===== src/rtl/adder_pkg.sv =====
// ----------------------------------------------------------------------------
// adder_pkg
// Shared definitions for the bit-serial adder family.
//   state_t              : control FSM encoding (IDLE / RUN / DONE)
//   ADDER_WIDTH_DEFAULT  : default operand/result width in bits
// ----------------------------------------------------------------------------
package adder_pkg;

    typedef enum logic [1:0] {
        IDLE = 2'd0,
        RUN  = 2'd1,
        DONE = 2'd2
    } state_t;

    localparam int ADDER_WIDTH_DEFAULT = 8;

endpackage : adder_pkg


===== src/rtl/fulladder.sv =====
// ----------------------------------------------------------------------------
// fulladder
// One-bit full-adder cell, purely combinational.
//   a, b, c : addend bits and carry-in
//   s       : sum bit
//   cout    : carry-out
// ----------------------------------------------------------------------------
module fulladder (
    input  logic a,
    input  logic b,
    input  logic c,
    output logic s,
    output logic cout
);

    assign s    = a ^ b ^ c;
    assign cout = (a & b) | (a & c) | (b & c);

endmodule : fulladder


===== src/rtl/serial_adder.sv =====
// ----------------------------------------------------------------------------
// serial_adder
// Bit-serial adder computing a + b + cin over WIDTH cycles with a single
// full-adder cell and a registered carry. Operands are captured on an accepted
// start (in IDLE or DONE) and consumed LSB first; sum bits enter at the MSB of
// the result register, so after WIDTH shifts the result is aligned.
//
// Ports
//   clk, rst_n : clock, asynchronous active-low reset
//   start      : begin an addition (ignored while busy)
//   a, b, cin  : operands and carry-in, captured on an accepted start
//   busy       : addition in progress
//   done       : one-cycle pulse, result complete
//   sum, cout  : result and final carry, held until the next accepted start
// ----------------------------------------------------------------------------
module serial_adder
    import adder_pkg::*;
#(
    parameter int WIDTH = ADDER_WIDTH_DEFAULT
) (
    input  logic             clk,
    input  logic             rst_n,
    input  logic             start,
    input  logic [WIDTH-1:0] a,
    input  logic [WIDTH-1:0] b,
    input  logic             cin,
    output logic             busy,
    output logic             done,
    output logic [WIDTH-1:0] sum,
    output logic             cout
);

    localparam int                CNT_W    = $clog2(WIDTH + 1);
    localparam logic [CNT_W-1:0]  LAST_CNT = CNT_W'(WIDTH - 1);

    state_t             state;
    logic [WIDTH-1:0]   a_sr;
    logic [WIDTH-1:0]   b_sr;
    logic               carry;
    logic [CNT_W-1:0]   cnt;

    logic               fa_s;
    logic               fa_cout;
    logic [WIDTH-1:0]   sum_shift;

    fulladder u_fa (
        .a    (a_sr[0]),
        .b    (b_sr[0]),
        .c    (carry),
        .s    (fa_s),
        .cout (fa_cout)
    );

    // Result register shifted right with the new sum bit entering at the MSB.
    // Written as shift-then-overwrite so WIDTH=1 needs no special slicing.
    // NOTE: every always_comb output gets a full default first, so no path
    // leaves it unassigned and no latch is inferred.
    always_comb begin
        sum_shift            = sum >> 1;
        sum_shift[WIDTH-1]   = fa_s;
    end

    // NOTE: sequential state uses non-blocking assignments only, so every
    // register samples the pre-edge values regardless of statement order.
    // NOTE: all state, including the operand/result shift registers, is reset;
    // they are only a few flops wide and a partial result must never survive.
    always_ff @(posedge clk or negedge rst_n) begin
        if (!rst_n) begin
            state <= IDLE;
            a_sr  <= '0;
            b_sr  <= '0;
            carry <= 1'b0;
            cnt   <= '0;
            busy  <= 1'b0;
            done  <= 1'b0;
            sum   <= '0;
            cout  <= 1'b0;
        end else begin
            case (state)
                IDLE, DONE: begin
                    done <= 1'b0;
                    if (start) begin
                        a_sr  <= a;
                        b_sr  <= b;
                        carry <= cin;
                        cnt   <= '0;
                        sum   <= '0;
                        cout  <= 1'b0;
                        busy  <= 1'b1;
                        state <= RUN;
                    end else begin
                        state <= IDLE;
                    end
                end

                RUN: begin
                    // start is deliberately not looked at here.
                    sum   <= sum_shift;
                    carry <= fa_cout;
                    a_sr  <= a_sr >> 1;
                    b_sr  <= b_sr >> 1;
                    cnt   <= cnt + 1'b1;
                    if (cnt == LAST_CNT) begin
                        cout  <= fa_cout;
                        busy  <= 1'b0;
                        done  <= 1'b1;
                        state <= DONE;
                    end
                end

                default: begin
                    busy  <= 1'b0;
                    done  <= 1'b0;
                    state <= IDLE;
                end
            endcase
        end
    end

endmodule : serial_adder

===== config.mk =====
export PLATFORM = sky130hd
export DESIGN_NAME = serial_adder
export DESIGN_NICKNAME = d
export VERILOG_FILES = /design/src/rtl/adder_pkg.sv /design/src/rtl/fulladder.sv /design/src/rtl/serial_adder.sv
export SDC_FILE = /design/constraint.sdc
export NUM_CORES = 1
export LEC_CHECK = 0
export BUFFER_PORTS_ARGS = -buffer_cell sky130_fd_sc_hd__buf_4
export CAP_MARGIN = 20
export CORE_ASPECT_RATIO = 1.25
export CORE_MARGIN = 4
export CORE_UTILIZATION = 52
export DETAILED_ROUTE_END_ITERATION = 12
export PLACE_DENSITY = 0.74
export SYNTH_ARGS = -nofsm -noshare
export SYNTH_HDL_FRONTEND = slang
export SYNTH_SLANG_ARGS = --single-unit

===== constraint.sdc =====
create_clock -name clk -period 1.55 [get_ports clk]
set_input_delay 0 -clock clk [delete_from_list [all_inputs] [get_ports clk]]
set_output_delay 0 -clock clk [all_outputs]
set_load 0.02 [all_outputs]

==> results.toml <==
[status]
outcome = "finished, final reports clean"

[critical_path]
path_delay_family = "flip-flops"
crit_arrival_ps = 1650
slowest_stage = "dfrtp_1"
crit_type = "reg2reg"
worstReg2RegStart = "state[0]"
cp_cell_sequence = "and2b_4, buf_4, nor3_1, a221o_1"
reg2reg_slack_ps = 120
cp.depth = 4
cp_slowest_stage_delay_ps = 420
crit_buf_inv = 1
r2r-end = "a_sr[0]"
r2r_cells = 4
startpoint = "state[0]"
cp_data_required_time_ps = 1770
cp_max_fo = 13
startpoint_type = "register"
crit_end = "a_sr[0]"
end_kind = "register"

[finish]
nets = 194
n_antenna_cell = 0
drive_gt1_share_pct = 25.4
syn2layout_area_growth_pct = 33.6
final_cells = 206
fin_area_sq_um = 1900
finish.utilization_pct = 75.3

[logic_synthesis]
synthAdderAreaFrac_pct = 2.28
yosys.area.top_type = "dfrtp_1"
synth-edff-count = 0
synth_warnings = 0
ys.flop_type = "dfrtp_1"
synthesis.area_sq_um = 1430
synth_top_area_share_pct = 57.9
syn_area_per_cell_sq_um = 11.7
seq_area_frac_synth_pct = 57.9
synthCells = 122
yosys.area_share.xor_xnor_pct = 0.615
synth_compound_gate_area_share_pct = 15.5
syn_nets = 144
synth_top_family_by_area = "compound AO/OA/AOI/OAI gates"
yosys.area_share.simple_pct = 14.3
synth_area_leaders = "dfrtp_1, a22o_1, a22oi_1, nand3_1, nand2_1"
async_reset_ff_share_pct = 100
ys_types = 24
synth_mux_area_share_pct = 3.51
synth_seq_cells = 33

[grt]
grt_pass1_wl_mm = 5.41
gr-usage-all-layers_pct = 20.8
grt_pass1_vias = 1177
grt_start_max_net_pins = 34
grt_overflow = 0
antenna_found_initial = 0

[sta]
setup_tns_ps = 0
fin_crit_ps = 1430
finalClockSkew_ps = 10.4
drv_slew = 0
whs_ps = 125
worst_pin_slew_ps = 572
hold_viol = 0
finalCritPeriodShare_pct = 92.1
slew-limit-headroom_pct = 61.9
clock.fmax_mhz = 700
finalSetupViolCount = 0
rsz0062_at_grt = "false"

[pwr]
ir_worst_vdd_v = 0.00113
power_density_nw_per_um2 = 1850
power_leakage_nw = 0.938

[clock_tree]
insertion_delay_ps = 340
ctsRootBufferMaster = "clkbuf_4"
tritoncts = "done"
cts_buffer_depth = 2
clk_pin_slew_ps = 100
cts_buffers = 5
htreeDepth = 2
clock_sinks = 33
cts_setup_buffers = 0

[run]
cap_violations = 0

[placement]
gp_congestion = 0.755
dp_hpwl_mm = 2.07
dpl.cell_count = 179
port_buffers = 30
dpl-instance-area_sq_um = 1640

[floorplanning]
fp-row-count = 20
pin_count = 31
core-area_sq_um = 2530
die_x_um = 54.8
start_util_pct = 56.4
die_area_sq_um = 3650
die_h_um = 66.5

[routing]
wl_mm = 3.13
vias_per_cell = 5.61
firstDrtPassIters = 4
ant_nets = 0
first_iter_violations = 38
vias = 1155
drc_errors = 0
avgRoutedWirePerCell_um = 15.2

[worst_hold_path]
hold_path_class = "in2async"
[what timing repair did]
| action | 4_1_cts | 5_1_grt |
|---|---|---|
| hold buffers | 19 | 0 |
| hold endpoints to repair | 51 | 0 |
| setup endpoints to repair | 0 | 6 |
| gates resized for setup | 0 | 1 |
[final cells by class]
type / count / area (sq um)
inverters: 3 / 11.3
repair buffers: 52 / 438
clock buffers: 7 / 65.1
multi-input cells: 77 / 518
flip-flops and latches: 33 / 826
clock inverters: 1 / 5.00
well taps: 33 / 41.3
fillers: 177 / 623
[cell usage after synthesis, types with 2 or more instances]
master,n
a221o_1,2
a22o_1,11
a22oi_1,12
buf_2,4
buf_6,4
dfrtp_1,33
inv_1,3
mux2i_1,5
nand2_1,16
nand2b_1,2
nand3_1,12
nand3b_1,2
nor2_1,4
nor3_1,2
[how the worst min path moves through the flow]
| stage | cells after the start | slack [ps] | endpoint |
|---|---|---|---|
| 6_report | 2 | 130 | state[0] |
| 5_1_grt | 2 | 150 | sum[1] |
| 4_1_cts | 2 | 140 | state[0] |
| 3_5_place_dp | 1 | -40 | sum[3] |
| 3_3_place_gp | 1 | -40 | cout |
| 2_1_floorplan | 0 | -300 | a_sr[0] |
[per-layer routing]
metal | up-vias | track usage, % | share of wire, %
met2 | 37 | 34.0 | 52
met1 | 572 | 26.2 | 42
met3 | 5 | 6.04 | 5.4
met4 | 0 | 5.61 | 1.2
li1 | 541 | - | -
met5 | - | 0 | 0
[cells in the final DEF, fill, tap and decap left out, drive strengths merged]
cell / count
and2b: 1
nor2: 4
ha: 1
a221o: 2
nand4: 1
fa: 1
clkbuf: 7
nand3: 12
buf: 33
o2bb2ai: 1
clkinv: 1
dlygate4sd3: 19
xnor2: 1
a22oi: 12
mux2i: 5
nor3: 2
nand2: 16
nand3b: 2
a22o: 11
dfrtp: 33
o21ai: 1
nor2b: 2
inv: 3
nand2b: 2
[metrics by stage]
stage	setup slack, ps	total power [mW]
floorplan	334	2.57
global placement	176	2.89
detailed placement	92.9	2.95
CTS	73.7	3.54
global route	67.9	3.80
finish	122	3.53
[cell families after synthesis]
| logic type | Yosys count |
|---|---|
| AO/OA/AOI/OAI | 27 |
| XOR/XNOR | 1 |
| adder cells (fa/ha/maj) | 2 |
| buffers and inverters | 12 |
| flip-flops | 33 |
| multiplexers | 5 |
| AND/OR/NAND/NOR | 42 |
[registers in the layout, summed over array words and instances (netlist names)]
| signal | flops |
|---|---|
| a_sr | 8 |
| b_sr | 8 |
| sum | 8 |
| cnt | 4 |
| busy | 1 |
| carry | 1 |
| cout | 1 |
| done | 1 |
| state | 1 |
[report_power, final]
group          switching [mW]  leakage [nW]  total, mW  internal, mW
combinational           0.809         0.478       1.50         0.696
clock                   0.296        0.0413      0.559         0.263
sequential              0.240         0.418       1.47          1.23
total                    1.34         0.938       3.53          2.18
(Power assumes the default switching activity.)
